## src/rtl/seg_serial_tx_pkg.sv

```systemverilog
// seg_serial_tx_pkg: shared FSM states and frame width for the segment serialiser
package seg_serial_tx_pkg;
  localparam int SEG_FRAME_W = 64;
  typedef enum logic [2:0] {IDLE, SHIFT_LO, SHIFT_HI, LATCH, DONE} seg_state_e;
endpackage

```

## src/rtl/seg_div_tick.sv

```systemverilog
// seg_div_tick: phase counter that ticks on the last clk of each CLK_DIV-long phase
module seg_div_tick #(
  parameter int CLK_DIV = 2
) (
  input  logic clk,
  input  logic rst_n,
  input  logic clr,
  output logic tick
);
  localparam int DW = $clog2(CLK_DIV + 1);
  logic [DW-1:0] div_cnt;
  assign tick = div_cnt == DW'(CLK_DIV - 1);
  always_ff @(posedge clk)
    if (!rst_n || clr) div_cnt <= '0;
    else div_cnt <= tick ? '0 : div_cnt + DW'(1);
endmodule

```

## src/rtl/seg_serial_tx.sv

```systemverilog
// seg_serial_tx: shifts a seven-segment frame MSB-first onto SEG_CLK/SEG_DT, then pulses SEG_LATCH
module seg_serial_tx
  import seg_serial_tx_pkg::*;
#(
  parameter int DATA_W   = SEG_FRAME_W,
  parameter int CLK_DIV  = 2,
  parameter int AUTO_RUN = 0
) (
  input  logic              clk,
  input  logic              rst_n,
  input  logic [DATA_W-1:0] disp_num,
  input  logic              start,
  output logic              busy,
  output logic              done,
  output logic              SEG_CLK,
  output logic              SEG_DT,
  output logic              SEG_LATCH
);
  localparam int BW = $clog2(DATA_W) + 1;
  localparam logic [BW-1:0] LAST = BW'(DATA_W - 1);
  seg_state_e state, state_nxt;
  logic [DATA_W-1:0] shreg, shreg_nxt;
  logic [BW-1:0] bit_cnt, bit_cnt_nxt;
  logic tick, go, div_clr;
  assign div_clr = state == IDLE || state == DONE;
  assign go = state == IDLE ? start : (state == DONE && AUTO_RUN != 0);
  seg_div_tick #(.CLK_DIV(CLK_DIV)) u_div (
    .clk  (clk),
    .rst_n(rst_n),
    .clr  (div_clr),
    .tick (tick)
  );
  always_comb begin
    state_nxt   = state;
    shreg_nxt   = shreg;
    bit_cnt_nxt = bit_cnt;
    case (state)
      IDLE, DONE: begin
        state_nxt = go ? SHIFT_LO : IDLE;
        if (go) begin
          shreg_nxt   = disp_num;
          bit_cnt_nxt = '0;
        end
      end
      SHIFT_LO: state_nxt = tick ? SHIFT_HI : SHIFT_LO;
      SHIFT_HI: if (tick) begin
        shreg_nxt   = shreg << 1;
        bit_cnt_nxt = bit_cnt + BW'(1);
        state_nxt   = bit_cnt == LAST ? LATCH : SHIFT_LO;
      end
      LATCH:    state_nxt = tick ? DONE : LATCH;
      default:  state_nxt = IDLE;
    endcase
  end
  // Pins are decoded from the next state so they change on the same edge as the FSM.
  always_ff @(posedge clk)
    if (!rst_n) begin
      state     <= IDLE;
      shreg     <= '0;
      bit_cnt   <= '0;
      busy      <= 1'b0;
      done      <= 1'b0;
      SEG_CLK   <= 1'b0;
      SEG_DT    <= 1'b0;
      SEG_LATCH <= 1'b0;
    end else begin
      state     <= state_nxt;
      shreg     <= shreg_nxt;
      bit_cnt   <= bit_cnt_nxt;
      busy      <= state_nxt == SHIFT_LO || state_nxt == SHIFT_HI || state_nxt == LATCH;
      done      <= state_nxt == DONE;
      SEG_CLK   <= state_nxt == SHIFT_HI;
      SEG_DT    <= (state_nxt == SHIFT_LO || state_nxt == SHIFT_HI) ? shreg_nxt[DATA_W-1] : 1'b0;
      SEG_LATCH <= state_nxt == LATCH;
    end
endmodule
```

## config.mk

```make
export PLATFORM = sky130hd
export DESIGN_NAME = seg_serial_tx
export DESIGN_NICKNAME = d
export VERILOG_FILES = /design/src/rtl/seg_serial_tx_pkg.sv /design/src/rtl/seg_div_tick.sv /design/src/rtl/seg_serial_tx.sv
export SDC_FILE = /design/constraint.sdc
export NUM_CORES = 1
export LEC_CHECK = 0
export BUFFER_PORTS_ARGS = -buffer_cell sky130_fd_sc_hd__buf_4
export CORE_MARGIN = 10
export CORE_UTILIZATION = 55
export CTS_BUF_LIST = sky130_fd_sc_hd__clkbuf_8
export CTS_CLUSTER_SIZE = 12
export DETAILED_ROUTE_END_ITERATION = 10
export PLACE_DENSITY = 0.83
export REMOVE_ABC_BUFFERS = 1
export SYNTH_ARGS = -nofsm -noshare
export SYNTH_HDL_FRONTEND = slang
export SYNTH_SLANG_ARGS = --single-unit
```

## constraint.sdc

```tcl
create_clock -name clk -period 2.4 [get_ports clk]
set_clock_uncertainty 0.05 [all_clocks]
set_input_delay 0.48 -clock clk [delete_from_list [all_inputs] [get_ports clk]]
set_output_delay 0.48 -clock clk [all_outputs]
set_load 0.02 [all_outputs]
```

==> summary.txt, run 1 <==
Status
  – Status: completed

Place
  – Pre-CTS WS: 0.3704 ns
  – Placer Congestion: 0.7738
  – Cell count after placement: 500
  – Number of port buffers: 71
  – DP Wirelength: 5526 µm

Detailed routing
  – Final WL: 8484 µm
  – Via density per instance: 6.012
  – DRC Markers: 0
  – 1st-iter DRT viols: 164
  – Wire per inst: 16.44 µm
  – Via count: 3102
  – Final ANT Viol Nets: 0
  – Drt first pass iters: 5

Global routing
  – GR Overflow Total: 0
  – Vias in the first global route: 3079
  – GR Layer Usage met2: 25.27%
  – Antenna violations before repair: 0
  – GRT busiest layer: met2
  – First-pass GRT wire length: roughly 14000 µm
  – Met1 usage: between 20 and 25%
  – Pin count of the biggest net entering global routing: a little under 70
  – M3 GR Usage: 5.907%
  – GRT Overall Usage: 16.41%

Yosys
  – Synthesized instance count: 382
  – Post-synth EDFFs: 0
  – Ys flop type: dfxtp_1
  – Sequential-to-total area share from yosys stat: 45.76%
  – Synth warn: 0
  – Synth top area share: a little under half
  – Synth top area cells: dfxtp_1, a21boi_1, a22oi_1, nand3_1, buf_2
  – Yosys top cell by area: dfxtp_1
  – Share of flip-flops with an asynchronous set or reset: 0%
  – Synthesized area per cell: between 9 and 10 µm²
  – Synthesis-stage register bit count: 81
  – Netlist cell types: 39
  – Mapped Area: around 3500 µm²

Clock tree
  – Clk Latency, worst-skew pair: 0.35 ns
  – CTS tree: yes
  – Cts bufs inserted: 9
  – Num Clock Sinks: 81
  – H-tree levels: 3
  – Postcts setup bufs: 0
  – Post-CTS Hold Fix Bufs: 0
  – PostCTS Resize Cnt: 0
  – Bufs on Longest Clock Path: 2
  – CTS root buf: clkbuf_8
  – Clock transition at path regs: 0.08 ns

Cells and area
  – Final Util: 69.08%
  – Layout area overhead: 23.09%
  – Layout cells sized above 1: 23.69%
  – Nets: 503
  – Ant diodes: 0
  – Non-Filler Instances: 516

Floorplan
  – Die footprint: slightly above 10000 µm²
  – Die X: 100.3 µm
  – CORE AREA: between 6000 and 7000 µm²
  – FP Rows: 29
  – Die outline height: 100.3 µm
  – # IOs: between 70 and 80
  – Initial Utilization: 56.12%

Setup path
  – CP Capture Type: flip-flop
  – FF-to-FF End: shreg[15]$_SDFFE_PN0P_
  – FF-to-FF setup slack: 0.45 ns
  – Critical path, cell by cell: or4b_2 -> buf_4 -> nand3_1 -> a21boi_0
  – CP Class: flip-flop to flip-flop
  – RR Startpoint: state[1]$_SDFF_PN0_
  – Crit-path max cell delay: 0.85 ns
  – Worst R2R Path Depth: 4
  – Critical Path AT: between 2 and 2.5 ns
  – Worst EP required: 2.58 ns
  – Startpoint Class: flip-flop
  – Peak fanout along the critical path: 35
  – Slowest CP cell: or4b_2

Timing
  – # setup viols final: 0
  – Rel. slew slack: between 60% and 70%
  – Setup TNS: 0 ns
  – FMAX: between 500 and 600 MHz
  – Final Hold Fails: 0
  – Pins Over Slew Limit: 0
  – Slew @ Worst Pin: 0.4674 ns
  – Post-route setup slack: 0.4547 ns
  – Final Critical Period: approximately 1.9 ns
  – Tcrit/Tclk final: 81.05%
  – RSZ-0062 raised after global routing: false

Run
  – Max-Cap Viols: 0

Worst hold path
  – Worst hold-check path type: primary input to flip-flop
  – Hold depth: 3
  – Hold path start: disp_num[0]
  – Hold EP: shreg[0]$_SDFFE_PN0P_

Power
  – Pwr Density: 692.8 nW/µm²
  – Lkg Pwr: 1.663 nW
  – Maximum VDD drop: between 0.3 and 0.4 mV
  – Final total power: 3.022 mW
==> worst max-delay path by stage <==
| stage | from | endpoint | slack [ns] | cells past startpoint |
|---|---|---|---|---|
| global placement | start | shreg[15]$_SDFFE_PN0P_ | 0.41 | 5 |
| detailed placement | start | shreg[15]$_SDFFE_PN0P_ | 0.37 | 5 |
| global route | state[1]$_SDFF_PN0_ | shreg[15]$_SDFFE_PN0P_ | 0.35 | 4 |
| floorplan | u_div.div_cnt[0]$_SDFF_PP0_ | SEG_DT$_SDFF_PN0_ | -3.83 | 4 |
| finish | state[1]$_SDFF_PN0_ | shreg[15]$_SDFFE_PN0P_ | 0.45 | 4 |
| CTS | state[1]$_SDFF_PN0_ | shreg[7]$_SDFFE_PN0P_ | 0.45 | 4 |
==> report_power, final <==
part	total (mW)	internal, mW	switching, mW
registers	1.47	1.43	0.0423
logic	0.389	0.201	0.188
clock network	1.17	0.684	0.481
==> synth_stat cells, types with 3 or more instances <==
master,n
dfxtp_1,81
nand3_1,68
a21boi_1,62
a22oi_1,62
buf_2,19
clkbuf_1,16
a21oi_1,7
nand2_1,7
buf_1,6
nor2_1,6
mux2i_1,4
nand3b_1,4
and3_1,3
inv_1,3
o2111ai_1,3
o21a_1,3
==> worst max-delay path: cells and delay by family, from the launching register on <==
family	cells	cell delay, ns
compound gates	1	0.08
simple gates	2	0.98
buf+inv	1	0.31
flops	1	0.40
==> layout make-up <==
| cell class | instances | area (µm²) |
|---|---|---|
| Clock buffer | 9 | 123.9 |
| Clock inverter | 7 | 111.4 |
| Fill cell | 533 | 1952 |
| Inverter | 3 | 11.26 |
| Multi-Input combinational cell | 255 | 1754 |
| Sequential cell | 81 | 1622 |
| Tap cell | 77 | 96.34 |
| Timing Repair Buffer | 84 | 643.1 |
==> sequential cells by signal, indices dropped and copies added (netlist names) <==
name           cells
shreg             64
bit_cnt            7
state              3
u_div.div_cnt      2
SEG_CLK            1
SEG_DT             1
SEG_LATCH          1
busy               1
done               1
==> per-layer routing <==
metal  vias to the layer above  wire length, µm
li1                       1540                -
met1                      1459             3721
met2                        93             3985
met3                        10              698
met4                         0               79
met5                         -                0
==> kinds of logic after synthesis <==
logic type | Yosys count | synth area share (%)
buffers and inverters | 46 | 5.862
AO/OA/AOI/OAI | 146 | 30.69
flip-flops | 81 | 45.76
adder cells (fa/ha/maj) | 2 | 0.7061
multiplexers | 4 | 1.130
AND/OR/NAND/NOR | 103 | 15.86
==> stage by stage <==
stage	area, µm²	hold slack, ns
4_1_cts	4362	0.3053
5_1_grt	4362	0.3302
6_report	4362	0.3207
3_5_place_dp	4126	0.3676
3_3_place_gp	4126	0.3558
2_1_floorplan	3347	0.3492
==> layout by cell type, fill, tap and decap left out, drive strengths merged, types with 2 or more instances in the layout <==
cell	n
buf	84
dfxtp	81
nand3	68
a21boi	64
a22oi	62
clkbuf	9
nand2	7
a21oi	7
nor2	6
inv	5
mux2i	4
nand3b	4
and3	3
o2111ai	3
o21a	3
bufinv	3
nand2b	2
nand4	2
ha	2
nor4bb	2
clkinv	2
Power figures use the tool's default switching activity.
==> inputs of run 2 (changes only) <==
--- a/config.mk
+++ b/config.mk
@@ -7,11 +7,11 @@
 export LEC_CHECK = 0
 export BUFFER_PORTS_ARGS = -buffer_cell sky130_fd_sc_hd__buf_4
 export CORE_MARGIN = 10
-export CORE_UTILIZATION = 55
+export CORE_UTILIZATION = 51
 export CTS_BUF_LIST = sky130_fd_sc_hd__clkbuf_8
 export CTS_CLUSTER_SIZE = 12
 export DETAILED_ROUTE_END_ITERATION = 10
-export PLACE_DENSITY = 0.83
+export PLACE_DENSITY = 0.81
 export REMOVE_ABC_BUFFERS = 1
 export SYNTH_ARGS = -nofsm -noshare
 export SYNTH_HDL_FRONTEND = slang
==> constraint.sdc (replaced) <==
create_clock -name clk -period 1.7 [get_ports clk]
set_clock_uncertainty 0.05 [all_clocks]
set_input_delay 0.34 -clock clk [delete_from_list [all_inputs] [get_ports clk]]
set_output_delay 0.34 -clock clk [all_outputs]
set_load 0.02 [all_outputs]
==> run 2 against run 1 <==
Effect of this change:
- core utilization decreased by 0.73 points
- design area increased by 5.9%
- setup slack got worse by 0.35 ns
- via count increased by 5.1%
- clock power increased by 29%
- die area increased by 6.3%
- sequential power increased by 41%
- hold slack got worse by 0.13 ns
- total power increased by 39%
- largest cell class unchanged
- routed wire length increased by 7.0%
- non-clock buffer count increased by 23
- sequential share of layout area decreased by 2.1 points
==> summary.txt, run 2 (same netlist as run 1, synthesis figures left out) <==
Status
  – Status: completed

Cells and area
  – Register bank with the most flops: shreg
  – Layout cells sized above 1: 27.92% (+4.2 points)
  – Nets: 526 (+4.6%)
  – Layout area overhead: 30.33%
  – Biggest regs: shreg x64, bit_cnt x7, state x3
  – Most frequent cells in the layout: buf_4, dfxtp_1, nand3_1
  – Max FFs per register: 64 (unchanged)
  – Most common cell after layout, fill and taps aside: buf_4
  – Ant diodes: 0 (unchanged)
  – Fill cells: 516 (-3.2%)

Timing
  – Tcrit/Tclk final: 93.97% (+13 points)
  – Final Hold Fails: 0 (unchanged)
  – Final Critical Period: 1.597 ns (-0.3479 ns)
  – FMAX: 626.0 MHz (+22%)
  – Min Hold Slack: 0.1858 ns (-0.1349 ns)
  – Rel. slew slack: 76.55% (+8.1 points)
  – Pins Over Slew Limit: 0 (unchanged)
  – Slew @ Worst Pin: 0.3503 ns (-0.1172 ns)
  – # setup viols final: 0 (unchanged)
  – RSZ-0062 raised after global routing: false

Clock tree
  – H-tree levels: 3 (unchanged)
  – Num Clock Sinks: 81 (unchanged)
  – Clk Latency, worst-skew pair: 0.35 ns (about the same)
  – CTS tree: yes
  – Clock transition at path regs: 0.08 ns (about the same)
  – CTS root buf: clkbuf_8
  – Bufs on Longest Clock Path: 2 (unchanged)
  – Cts bufs inserted: 9 (unchanged)
  – Post-CTS Hold Fix Bufs: 0 (unchanged)

Detailed routing
  – Via count: 3259 (+5.1%)
  – Final ANT Viol Nets: 0 (unchanged)
  – DRC Markers: 0 (unchanged)
  – Via density per instance: 6.013 (about the same)
  – Wire per inst: 16.75 µm (+1.9%)
  – Drt first pass iters: 5 (unchanged)
  – Final WL: 9077 µm (+7.0%)
  – 1st-iter DRT viols: 217 (+32%)

Worst hold path
  – Worst hold-check path type: primary input to flip-flop

Power
  – Cell internal pwr: 3.168 mW (+37%)
  – Power share of the combinational group: 14.9% (+2.0 points)
  – Clk pwr share: 35.8% (-2.8 points)
  – Net Sw Frac: 24.65% (+1.1 points)
  – Final total power: 4.205 mW (+39%)
  – Maximum VDD drop: 0.4864 mV (+23%)
  – Lkg Pwr: 1.803 nW (+8.4%)
  – Reg power frac: 49.2% (+0.6 points)
  – Psw: 1.037 mW (+46%)
  – Pwr Density: 910.5 nW/µm² (+31%)

Floorplan
  – Initial Utilization: 52.44% (-3.7 points)
  – CORE AREA: 6756 µm² (+7.0%)
  – # IOs: 72 (unchanged)
  – FP Rows: 30 (+3.4%)
  – Die footprint: 10680 µm² (+6.3%)
  – Die X: 103.4 µm (+3.1%)
  – Die outline height: 103.4 µm (+3.1%)

Setup path
  – Worst EP required: 1.93 ns (-0.65 ns)
  – Startpoint Class: flip-flop
  – CP Class: flip-flop to flip-flop
  – Peak fanout along the critical path: 18 (-49%)
  – CP Capture Type: flip-flop
  – Critical Path AT: 1.82 ns (-0.30 ns)

Place
  – Placer Congestion: 0.7768 (+0.39%)
  – Number of port buffers: 71 (unchanged)
  – DP Wirelength: 6127 µm (+11%)

Global routing
  – Antenna violations before repair: 0 (unchanged)
  – First-pass GRT wire length: 14420 µm (+3.3%)
  – GRT Overall Usage: 16.68% (+0.27 points)
  – Pin count of the biggest net entering global routing: 42 (-39%)
  – Vias in the first global route: 3154 (+2.4%)
  – GR Overflow Total: 0 (unchanged)

Run
  – Max-Cap Viols: 0 (unchanged)
==> run 2: worst paths after layout <==
check	cells after the start	to	start	slack, ns
max	6	shreg[15]$_SDFFE_PN0P_	state[0]$_SDFF_PN0_	0.10
min	3	shreg[0]$_SDFFE_PN0P_	disp_num[0]	0.19
max reg2reg	6	shreg[15]$_SDFFE_PN0P_	state[0]$_SDFF_PN0_	0.10
min reg2reg	1	u_div.div_cnt[0]$_SDFF_PP0_	u_div.div_cnt[0]$_SDFF_PP0_	0.40
==> run 2: what timing repair did <==
item | in CTS | in global routing
pin swaps | 0 | 2
endpoints found under the hold margin | 0 | 0
endpoints found under the setup margin | 6 | 65
gates resized for setup | 1 | 7
cloned | 0 | 1
buffers inserted | 0 | 6
==> run 2: area by class of cell <==
class | instances | area (µm²) | share of cell area (%)
multi-input cells | 255 | 1760 | 38.12
flip-flops and latches | 81 | 1622 | 35.11
repair buffers | 107 | 914.6 | 19.80
clock buffers | 9 | 123.9 | 2.682
well taps | 80 | 100.1 | 2.167
clock inverters | 7 | 86.33 | 1.869
inverters | 3 | 11.26 | 0.2438
==> run 2: power groups by stage <==
stage / Clock (mW) / Sequential, mW / Combinational (mW)
global placement: 0 / 2.11 / 0.578
CTS: 1.52 / 2.07 / 0.596
floorplan: 0 / 2.11 / 0.293
global route: 1.60 / 2.08 / 0.690
detailed placement: 0 / 2.11 / 0.593
finish: 1.51 / 2.07 / 0.628
==> run 2: worst max-delay path: stages, from the launching register on <==
cell and delay (ns):
dfxtp_1 0.33, buf_4 0.19, nor4bb_4 0.38, buf_6 0.20
buf_12 0.15, a22oi_1 0.07, a21boi_0 0.15
==> run 2: through the flow <==
stage	worst slack, ns	setup TNS [ns]	instances	util (%)	cell area, µm²
detailed placement	-0.05939	-1.372	519	63.83	4313
global placement	-0.02810	-0.5573	519	63.83	4313
global route	0.01651	0	542	68.35	4618
finish	0.1026	0	542	68.35	4618
floorplan	-4.530	-304.12	339	-	3347
CTS	0.005586	0	535	67.00	4527
==> run 2: layer usage <==
| layer | share of wire, % | track usage [%] | routed length [µm] | up-vias |
|---|---|---|---|---|
| met2 | 47 | 26.80 | 4304 | 93 |
| met5 | 0 | 0 | 0 | - |
| met1 | 44 | 20.74 | 4004 | 1554 |
| li1 | - | - | - | 1594 |
| met4 | 2.2 | 6.845 | 202 | 0 |
| met3 | 6.2 | 4.385 | 565 | 18 |
